===== src/rtl/i2s_sum_deserializer_if.sv =====
// Parallel output side of the serial sum deserializer.
// The producer drives the head word; the consumer drives out_ready.
`timescale 1ns/1ps
interface i2s_sum_deserializer_if #(
    parameter int WIDTH = 24
);
    logic [WIDTH-1:0] out_data;
    logic             out_chan;
    logic             out_valid;
    logic             out_ready;

    modport master (
        output out_data,
        output out_chan,
        output out_valid,
        input  out_ready
    );

    modport slave (
        input  out_data,
        input  out_chan,
        input  out_valid,
        output out_ready
    );
endinterface


===== src/rtl/i2s_sum_deserializer.sv =====
// Oversampling deserializer for the LSB-first two-channel sum stream.
// Rebuilds each word, tags it with its channel and queues it in a FIFO.
`timescale 1ns/1ps
module i2s_sum_deserializer #(
    parameter int WIDTH = 24,
    parameter int DEPTH = 4
) (
    input  logic                       clk,
    input  logic                       reset,
    input  logic                       sck,
    input  logic                       ws,
    input  logic                       sd,
    i2s_sum_deserializer_if.master     out,
    output logic                       overflow,
    output logic                       short_err,
    output logic [$clog2(DEPTH):0]     level
);
    localparam int AW = $clog2(DEPTH);
    localparam int CW = $clog2(WIDTH + 1);
    localparam logic [CW-1:0] LAST = CW'(WIDTH - 1);

    typedef enum logic [1:0] {
        S_ARM,
        S_CAP,
        S_DONE
    } state_t;

    logic [2:0] sck_sync;
    logic [1:0] ws_sync;
    logic [1:0] sd_sync;
    logic       tick;
    logic       ws_s;
    logic       sd_s;

    always_ff @(posedge clk) begin
        if (reset) begin
            sck_sync <= '0;
            ws_sync  <= '0;
            sd_sync  <= '0;
        end else begin
            sck_sync <= {sck_sync[1:0], sck};
            ws_sync  <= {ws_sync[0], ws};
            sd_sync  <= {sd_sync[0], sd};
        end
    end

    assign tick = sck_sync[1] & ~sck_sync[2];
    assign ws_s = ws_sync[1];
    assign sd_s = sd_sync[1];

    state_t           state_q, state_d;
    logic [CW-1:0]    bitcnt_q, bitcnt_d;
    logic [WIDTH-1:0] shift_q, shift_d;
    logic             chan_q, chan_d;
    logic             ws_prev_q, ws_prev_d;
    logic             push_q, push_d;
    logic [WIDTH:0]   push_word_q, push_word_d;
    logic             short_q, short_d;
    logic             boundary;

    always_ff @(posedge clk) begin
        if (reset) begin
            state_q     <= S_ARM;
            bitcnt_q    <= '0;
            shift_q     <= '0;
            chan_q      <= 1'b0;
            ws_prev_q   <= 1'b0;
            push_q      <= 1'b0;
            push_word_q <= '0;
            short_q     <= 1'b0;
        end else begin
            state_q     <= state_d;
            bitcnt_q    <= bitcnt_d;
            shift_q     <= shift_d;
            chan_q      <= chan_d;
            ws_prev_q   <= ws_prev_d;
            push_q      <= push_d;
            push_word_q <= push_word_d;
            short_q     <= short_d;
        end
    end

    assign boundary = ws_s ^ ws_prev_q;

    always_comb begin
        state_d     = state_q;
        bitcnt_d    = bitcnt_q;
        shift_d     = shift_q;
        chan_d      = chan_q;
        ws_prev_d   = ws_prev_q;
        push_d      = 1'b0;
        push_word_d = push_word_q;
        short_d     = 1'b0;
        if (tick) begin
            ws_prev_d = ws_s;
            if (boundary) begin
                // The boundary slot itself carries no data bit.
                if (state_q == S_CAP && bitcnt_q != '0)
                    short_d = 1'b1;
                bitcnt_d = '0;
                chan_d   = ws_s;
                state_d  = S_CAP;
            end else begin
                unique case (state_q)
                    S_CAP: begin
                        // LSB first: after WIDTH shifts bit 0 lands at [0].
                        shift_d  = {sd_s, shift_q[WIDTH-1:1]};
                        bitcnt_d = bitcnt_q + CW'(1);
                        if (bitcnt_q == LAST) begin
                            push_d      = 1'b1;
                            push_word_d = {chan_q, shift_d};
                            state_d     = S_DONE;
                        end
                    end
                    S_ARM, S_DONE: ;
                    default: state_d = S_ARM;
                endcase
            end
        end
    end

    assign short_err = short_q;

    logic [WIDTH:0] mem [DEPTH];
    logic [AW:0]    wr_ptr;
    logic [AW:0]    rd_ptr;
    logic           full;
    logic           empty;
    logic           pop;
    logic           wr_en;

    assign full  = (wr_ptr[AW] != rd_ptr[AW]) &&
                   (wr_ptr[AW-1:0] == rd_ptr[AW-1:0]);
    assign empty = (wr_ptr == rd_ptr);
    assign pop   = out.out_valid & out.out_ready;
    assign wr_en = push_q & (~full | pop);

    always_ff @(posedge clk) begin
        if (reset) begin
            wr_ptr   <= '0;
            rd_ptr   <= '0;
            overflow <= 1'b0;
            for (int i = 0; i < DEPTH; i++)
                mem[i] <= '0;
        end else begin
            if (wr_en) begin
                mem[wr_ptr[AW-1:0]] <= push_word_q;
                wr_ptr <= wr_ptr + 1'b1;
            end
            if (pop)
                rd_ptr <= rd_ptr + 1'b1;
            if (push_q & full & ~pop)
                overflow <= 1'b1;
        end
    end

    assign out.out_valid = ~empty;
    assign out.out_data  = mem[rd_ptr[AW-1:0]][WIDTH-1:0];
    assign out.out_chan  = mem[rd_ptr[AW-1:0]][WIDTH];
    assign level         = wr_ptr - rd_ptr;
endmodule

===== src/flat_wrapper.sv =====
// flat-port wrapper written by rule: the top's interface ports become plain ports
module i2s_sum_deserializer_flat 
#(
    parameter int WIDTH = 24,
    parameter int DEPTH = 4
)
  (clk, reset, sck, ws, sd, overflow, short_err, level, out_out_data, out_out_chan, out_out_valid, out_out_ready);
  i2s_sum_deserializer_if #(.WIDTH(WIDTH)) out_i ();
  input  logic clk;
  input  logic reset;
  input  logic sck;
  input  logic ws;
  input  logic sd;
  output logic overflow;
  output logic short_err;
  output logic [$clog2(DEPTH):0] level;
  output wire logic [$bits(out_i.out_data)-1:0] out_out_data;
  output wire logic [$bits(out_i.out_chan)-1:0] out_out_chan;
  output wire logic [$bits(out_i.out_valid)-1:0] out_out_valid;
  input wire logic [$bits(out_i.out_ready)-1:0] out_out_ready;
  assign out_out_data = out_i.out_data;
  assign out_out_chan = out_i.out_chan;
  assign out_out_valid = out_i.out_valid;
  assign out_i.out_ready = out_out_ready;
  i2s_sum_deserializer #(.WIDTH(WIDTH), .DEPTH(DEPTH)) u_core (.clk(clk), .reset(reset), .sck(sck), .ws(ws), .sd(sd), .out(out_i), .overflow(overflow), .short_err(short_err), .level(level));
endmodule

===== config.mk =====
export PLATFORM = sky130hd
export DESIGN_NAME = i2s_sum_deserializer_flat
export DESIGN_NICKNAME = d
export VERILOG_FILES = /design/src/rtl/i2s_sum_deserializer_if.sv /design/src/rtl/i2s_sum_deserializer.sv /design/src/flat_wrapper.sv
export SDC_FILE = /design/constraint.sdc
export NUM_CORES = 1
export LEC_CHECK = 0
export CAP_MARGIN = 10
export CORE_MARGIN = 3
export CORE_UTILIZATION = 50
export CTS_BUF_LIST = sky130_fd_sc_hd__clkbuf_2 sky130_fd_sc_hd__clkbuf_4 sky130_fd_sc_hd__clkbuf_8
export DETAILED_ROUTE_END_ITERATION = 7
export GPL_ROUTABILITY_DRIVEN = 0
export PLACE_DENSITY = 0.64
export SYNTH_ARGS = -nofsm -noshare
export SYNTH_HDL_FRONTEND = slang
export SYNTH_SLANG_ARGS = --single-unit

===== constraint.sdc =====
create_clock -name clk -period 10.4 [get_ports clk]
set_clock_uncertainty 0.2 [all_clocks]
set_input_delay 2.08 -clock clk [delete_from_list [all_inputs] [get_ports clk]]
set_output_delay 2.08 -clock clk [all_outputs]
set_load 0.02 [all_outputs]

Yosys cells after proc, flatten, opt, wreduce, memory -nomap -nowiden
Memories as Yosys holds them, arrays and structs flattened. A register that Yosys moved wholly into a read port is not among the register bits.
Cells that the tools add are included.
{ "word_totals": {"regBits": 74, "latch_bits": 0, "ram_bits": 100, "romBits": 0, "input_bits": 6, "out_inout_bits": 31, "word_cells": 72, "n_memories": 1} }
{ "op_classes": {"addsub": 4, "n_mul": 0, "div_mod_pow": 0, "order_cmp": 0, "eq_ne": 8, "shifts": 0, "muxes": 17, "bitwise": 14, "n_reduce_logical": 14} }
{ "memory_table": {"columns": ["name", "depth", "word_bits", "rd", "rd_clocked_by_memory_dff", "write_ports", "line", "source"], "rows": [
  ["u_core.mem", 4, 25, 1, 1, 4, "i2s_sum_deserializer.sv:124", "logic [WIDTH:0] mem [DEPTH];"]
]} }
{ "ops": {"columns": ["cell", "n"], "rows": [
  ["$mux 25", 1],
  ["$reduce_or 25->1", 1],
  ["$mux 2", 5],
  ["$mux 5", 2],
  ["$mux 1", 8],
  ["$not 1->1", 7],
  ["$add 3x1->3 const B", 2],
  ["$reduce_and 3->1", 2],
  ["$add 5x1->5 const B", 1],
  ["$and 1x1->1", 5],
  ["$eq 5x5->1 const B", 1],
  ["$reduce_bool 5->1", 1],
  ["$pmux 2 s2", 1],
  ["$reduce_and 2->1", 2],
  ["$reduce_and 4->1", 1],
  ["$reduce_or 4->1", 1],
  ["$eq 3x3->1", 1],
  ["$ne 3x2->1 const B", 1],
  ["$reduce_or 3->1", 1],
  ["$sub 3x3->3", 1],
  ["$eq 2x1->1 const B", 1],
  ["$eq 2x2->1", 1],
  ["$eq 2x2->1 const B", 1],
  ["$logic_and 1x1->1", 2],
  ["other kinds (7)", 7]
]} }

Logic depth before layout (Yosys ltp)
Gate-level depths: netlist (run 1).
{ "logic_depth": {"ltp_word": 10, "mapped_depth": 6, "depth_no_buf": 5} }

Least setup slack after synthesis (run 1)
No wires, ideal clock.
{ "synth_timing": {"kind": "input port to flip-flop", "startpoint": "in out_out_ready", "endpoint": "mem u_core.mem[3][0] in the netlist's numbering, enable pin", "setup_ps": 446, "arrival_time_ps": 4380, "t_required_ps": 9754, "setup_slack_ps": 5374, "cell_stages": 3, "path_buffers": 0, "cell_sequence": "nand3b_2 o21ai_2 o31ai_1"} }
{ "synth_lines": {"columns": ["item", "line", "source"], "rows": [
  ["start, declared", "flat_wrapper.sv:20", "input wire logic [$bits(out_i.out_ready)-1:0] out_out_ready;"],
  ["end, declared", "i2s_sum_deserializer.sv:124", null]
]} }

==> results.py, run 1 <==
metrics = {
    "run_status": {
        "status": "finished clean",
    },
    "job": {
        "maxCapViolations": 0,
    },
    "global_routing": {
        "grt_max_degree": 55,
        "met1_usage_pct": 26.61,
        "grt_usage_pct": 18.60,
        "antenna_found_initial": 0,
        "grt_overflow": 0,
        "grt_pass1_vias": 4497,
        "grt-busiest-layer": "met2",
        "grt_pass1_wl_um": 23490,
        "use_met3_pct": 3.916,
        "grtUsageMet2_pct": 28.49,
    },
    "placement": {
        "dp_slack_ns": 4.955,
        "portBuffers": 36,
        "dp_hpwl_um": 8656,
    },
    "synthesis": {
        "ys_types": 52,
        "synth_flop_cell": "edfxtp_1",
        "synth_nets": 609,
        "syn_area_um2": 7274,
        "avgSynthCellArea_um2": 12.21,
        "synth_edf_count": 100,
        "ys_ff_latch": 175,
        "yosysWarnings": 0,
        "seq_area_frac_synth_pct": 61.92,
        "synth-async-reset-ratio_pct": 0,
        "syn_inst": 596,
    },
    "floorplan": {
        "design.die.area_um2": 16030,
        "io_pins": 37,
        "chipHeight_um": 126.6,
        "num_rows": 43,
        "core-area_um2": 14040,
        "die_w_um": 126.6,
        "start_util_pct": 51.80,
    },
    "worst_setup_path": {
        "max_stage_delay_ns": 1.16,
        "r2r_start": "u_core.wr_ptr[0]",
        "cp_slowest_cell": "dfxtp_1",
        "path_max_fanout": 25,
        "end_kind": "primary output",
        "cp.arrival_ns": 2.66,
        "crit_chain": "mux4_2 -> clkdlybuf4s50_1",
        "start_kind": "register",
        "path_class": "reg -> out",
        "cp_num_buf_inv": 1,
        "critical_path_required_ns": 8.12,
        "cp_top_family": "flip-flops",
    },
    "min_path": {
        "hp-class": "reg -> reg",
        "min_from": "u_core.ws_sync[0]",
    },
    "drt": {
        "num_vias": 4515,
        "drc": 0,
        "ant_nets": 0,
        "drt-initial-drc-count": 399,
        "post_drt_wl_per_cell_um": 17.31,
        "drt_first_pass_iters": 5,
        "wl_um": 14040,
        "viasPerCell": 5.567,
    },
    "layout": {
        "layout-drive-gt1-share_pct": 12.52,
        "fin_nets": 631,
        "num_antenna_cells": 0,
        "area_delta_synth_final_pct": 12.14,
    },
    "sta": {
        "rsz0062_at_grt": "no",
        "maxSlewHeadroom_pct": 16.39,
        "slew_viol_final": 0,
        "finalWorstPathRequiredPeriod_ns": 4.939,
        "setup_ws_ns": 5.461,
        "finalHoldViolCount": 0,
        "report.final.setup_viol": 0,
        "setup_tns_ns": 0,
        "max_freq_ghz": 0.2025,
        "post-route-period-util_pct": 47.49,
        "worstMarginPinSlew_ns": 1.252,
    },
    "power": {
        "leakage_nw": 2.602,
        "powerDensity_nw_per_um2": 156.8,
        "irDropWorstVdd_uv": 69.77,
    },
    "clock_network": {
        "post_cts_buffers": 0,
        "clk_latency_ns": 0.44,
        "h-tree-depth": 4,
        "clockRootBuffer": "clkbuf_8",
        "cts_tree": "yes",
        "cts_max_path_buffers": 2,
        "ctsResizeCount": 0,
        "numClockSinks": 175,
        "clkTransAtPathRegs_ns": 0.08,
        "cts_buffers": 17,
        "cts_hold_buf": 0,
    },
}
-- layer usage --
layer  up-vias  part of all wire [%]
met2        88                    47
met5         -                     0
met3        16                   3.9
li1       2179                     -
met1      2232                    48
met4         0                   1.4
-- area by class of cell --
class | instances | area (um^2)
fill | 1101 | 5884
sequential | 175 | 4506
multi-input combinational | 365 | 2526
timing repair buffer | 45 | 434.2
clock buffer | 18 | 241.5
tap | 180 | 225.2
clock inverter | 14 | 172.7
inverter | 14 | 52.55
-- final timing paths --
| kind | cells after the start | slack, ns | endpoint |
|---|---|---|---|
| worst max-delay path | 2 | 5.46 | out_out_data[8] |
| worst min-delay path | 1 | 0.25 | u_core.ws_sync[1] |
| worst max register to register | 5 | 6.70 | u_core.mem[0][10] |
| worst min register to register | 1 | 0.25 | u_core.ws_sync[1] |
-- placed cells by master, fill, tap and decap left out, drive strengths merged, types with 3 or more instances in the layout --
| master | n |
|---|---|
| o32ai | 3 |
| o21ai | 27 |
| dfxtp | 75 |
| nor2 | 105 |
| inv | 14 |
| mux2i | 27 |
| ha | 6 |
| xnor2 | 3 |
| mux4 | 25 |
| edfxtp | 100 |
| clkbuf | 18 |
| or3 | 4 |
| bufinv | 4 |
| clkdlybuf4s50 | 35 |
| clkinv | 9 |
| nor2b | 8 |
| mux2 | 3 |
| a21oi | 28 |
| nand3 | 28 |
| o2111ai | 4 |
| buf | 10 |
| nand2 | 60 |
-- cell families after synthesis --
group	Yosys count	share of synthesized area (%)
XOR/XNOR	4	0.5849
AND/OR/NAND/NOR	225	14.02
buffers and inverters	56	3.646
adder cells (fa/ha/maj)	7	1.307
AO/OA/AOI/OAI	74	6.605
multiplexers	55	11.92
flip-flops	175	61.92
-- synthesized netlist by cell type (3+ instances only) --
| cell | instances | share of area (%) |
|---|---|---|
| mux2_2 | 3 | 0.46 |
| clkbuf_1 | 18 | 0.93 |
| buf_4 | 3 | 0.31 |
| mux2i_1 | 27 | 3.7 |
| o32ai_1 | 3 | 0.36 |
| ha_1 | 6 | 1.0 |
| or3_1 | 4 | 0.34 |
| nand2_1 | 60 | 3.1 |
| o21ai_0 | 26 | 1.8 |
| xnor2_1 | 3 | 0.36 |
| nor2_1 | 105 | 5.4 |
| nand3_1 | 28 | 1.9 |
| dfxtp_1 | 75 | 21 |
| mux4_2 | 25 | 7.7 |
| nor2b_1 | 8 | 0.69 |
| inv_1 | 13 | 0.67 |
| buf_2 | 15 | 1.0 |
| a21oi_1 | 28 | 1.9 |
| edfxtp_1 | 100 | 41 |
-- where the power goes --
part | switching [mW] | internal, mW | leakage [nW] | total (mW)
Sequential | 0.00458 | 0.743 | 1.64 | 0.748
Combinational | 0.0276 | 0.0149 | 0.759 | 0.0425
Clock | 0.229 | 0.260 | 0.205 | 0.489
Total | 0.261 | 1.02 | 2.60 | 1.28
-- stage by stage --
stage,hold slack [ns],std cells,power [mW],utilization (%),cell area (um^2)
2_1_floorplan,0.2138,596,0.7886,-,7274
6_report,0.2484,811,1.279,58.10,8158
3_3_place_gp,0.2328,777,0.8051,54.96,7717
5_1_grt,0.2701,811,1.323,58.10,8158
3_5_place_dp,0.2380,777,0.8065,54.96,7717
4_1_cts,0.2578,809,1.292,57.91,8132
-- sequential cells by signal, indices dropped and copies added, names as in the netlist, named ones only --
| name | flops |
|---|---|
| u_core.mem | 100 |
| u_core.sck_sync | 3 |
| u_core.ws_prev_q | 1 |
| u_core.wr_ptr | 3 |
| u_core.rd_ptr | 3 |
| u_core.ws_sync | 2 |
| u_core.push_q | 1 |
| u_core.bitcnt_q | 5 |
| u_core.shift_q | 23 |
| u_core.chan_q | 1 |
| u_core.short_err | 1 |
| u_core.push_word_q | 25 |
| u_core.sd_sync | 2 |
| u_core.overflow | 1 |
| u_core.state_q | 2 |
No activity file was read; power rests on OpenSTA's default activity.
==> run 2, diff against run 1 <==
==> constraint.sdc (replaced) <==
create_clock -name clk -period 4.8 [get_ports clk]
set_clock_uncertainty 0.2 [all_clocks]
set_input_delay 0.96 -clock clk [delete_from_list [all_inputs] [get_ports clk]]
set_output_delay 0.96 -clock clk [all_outputs]
set_load 0.02 [all_outputs]
==> results.py, run 2 (synthesis gave the netlist of run 1 again) <==
metrics = {
    "sta": {
        "slew_viol_final": 0,
        "post-route-period-util_pct": 77.33,
        "setup_tns_ns": 0,
        "worstMarginPinSlew_ns": 1.111,
        "finalWorstPathRequiredPeriod_ns": 3.712,
        "report.final.setup_viol": 0,
        "finalHoldViolCount": 0,
        "rsz0062_at_grt": "no",
        "max_freq_ghz": 0.2694,
        "maxSlewHeadroom_pct": 25.88,
    },
    "global_routing": {
        "grt_pass1_vias": 4365,
        "grt_usage_pct": 18.08,
        "grt_max_degree": 63,
        "antenna_found_initial": 0,
        "grt_overflow": 0,
        "grt_pass1_wl_um": 22890,
    },
    "drt": {
        "post_drt_wl_per_cell_um": 17.10,
        "wl_um": 13940,
        "ant_nets": 0,
        "viasPerCell": 5.520,
        "drt_first_pass_iters": 5,
        "num_vias": 4499,
        "drt-initial-drc-count": 536,
        "drc": 0,
    },
    "placement": {
        "dpl-instance-area_um2": 7755,
        "post-place-cells": 782,
        "portBuffers": 36,
        "dp_hpwl_um": 8516,
    },
    "power": {
        "irDropWorstVdd_uv": 152.9,
        "leakage_nw": 2.655,
        "powerDensity_nw_per_um2": 350.9,
        "finalPower_mw": 2.891,
    },
    "layout": {
        "most-common-layout-cells": "nor2_1, edfxtp_1, dfxtp_1",
        "largest_reg_flops": 100,
        "final_util_pct": 58.67,
        "layout-drive-gt1-share_pct": 13.54,
        "reg_top3": "u_core.mem x100, u_core.push_word_q x25, u_core.shift_q x23",
        "fin_nets": 635,
        "largest-register": "u_core.mem",
        "final_common_cell": "nor2_1",
        "fin_area_um2": 8238,
        "num_antenna_cells": 0,
        "area_delta_synth_final_pct": 13.24,
        "fin_cells": 815,
    },
    "worst_setup_path": {
        "rrSetupSlack_ns": 2.05,
        "timing.rr.end": "u_core.mem[1][8]",
        "cp_slowest_cell": "dfxtp_2",
        "start_kind": "register",
        "r2r_cells": 6,
        "critical_path_required_ns": 3.64,
        "end_kind": "primary output",
        "r2r_start": "u_core.wr_ptr[0]",
        "crit_chain": "mux4_2 -> clkdlybuf4s50_1",
        "path_max_fanout": 25,
        "path_class": "reg -> out",
        "cp.arrival_ns": 2.55,
        "max_stage_delay_ns": 0.92,
    },
    "floorplan": {
        "chipHeight_um": 126.6,
        "die_w_um": 126.6,
        "core-area_um2": 14040,
        "num_rows": 43,
        "start_util_pct": 51.80,
        "design.die.area_um2": 16030,
        "io_pins": 37,
    },
    "clock_network": {
        "numClockSinks": 175,
        "cts_tree": "yes",
        "cts_buffers": 17,
        "h-tree-depth": 4,
        "clockRootBuffer": "clkbuf_8",
        "ctsResizeCount": 0,
        "cts_max_path_buffers": 2,
        "clk_latency_ns": 0.44,
        "clkTransAtPathRegs_ns": 0.09,
        "cts_hold_buf": 0,
        "post_cts_buffers": 0,
    },
    "min_path": {
        "hold_depth": 1,
        "min_from": "u_core.ws_sync[0]",
        "hold_end": "u_core.ws_sync[1]",
        "hp-class": "reg -> reg",
    },
    "run_status": {
        "status": "finished clean",
    },
    "job": {
        "maxCapViolations": 0,
    },
}
-- run 2: area by class of cell --
type	instances	area (um^2)
clock buffers	19	255.2
clock inverters	13	220.2
fillers	1131	5804
inverters	14	52.55
multi-input cells	365	2526
flip-flops and latches	175	4506
well taps	180	225.2
repair buffers	49	452.9
-- run 2: per-layer routing --
layer | routed length, um | up-vias | global-route usage, %
li1 | - | 2184 | -
met1 | 6578 | 2199 | 26.12
met2 | 6565 | 110 | 27.93
met3 | 726 | 6 | 3.663
met4 | 68 | 0 | 5.426
met5 | 0 | - | 0
-- run 2: power breakdown --
part           switching [mW]  internal, mW  total, mW  leakage (nW)
clock                   0.493         0.686       1.18         0.243
combinational          0.0593        0.0327     0.0920         0.774
sequential             0.0107          1.61       1.62          1.64
total                   0.563          2.33       2.89          2.65
-- run 2: critical path, delay by kind of cell, from the launching register on --
kind	cells	cell delay [ns]
buffers and inverters	1	0.56
DFF	1	0.92
muxes	1	0.63
-- run 2: metrics by stage --
| step | setup slack [ns] | hold WS, ns |
|---|---|---|
| floorplan | 0.8944 | 0.2138 |
| CTS | 0.9485 | 0.2590 |
| global route | 0.8812 | 0.2678 |
| detailed placement | 1.446 | 0.2379 |
| finish | 1.088 | 0.2522 |
| global placement | 1.477 | 0.2281 |
-- run 2: worst max path at each step --
stage,endpoint,start,cells after the start
after floorplan,u_core.mem[3][0],out_out_ready,3
after global placement,out_out_data[7],register,2
after detailed placement,out_out_data[7],register,2
after CTS,out_out_data[7],register,2
after global routing,out_out_data[7],register,2
final,out_out_data[7],register,2
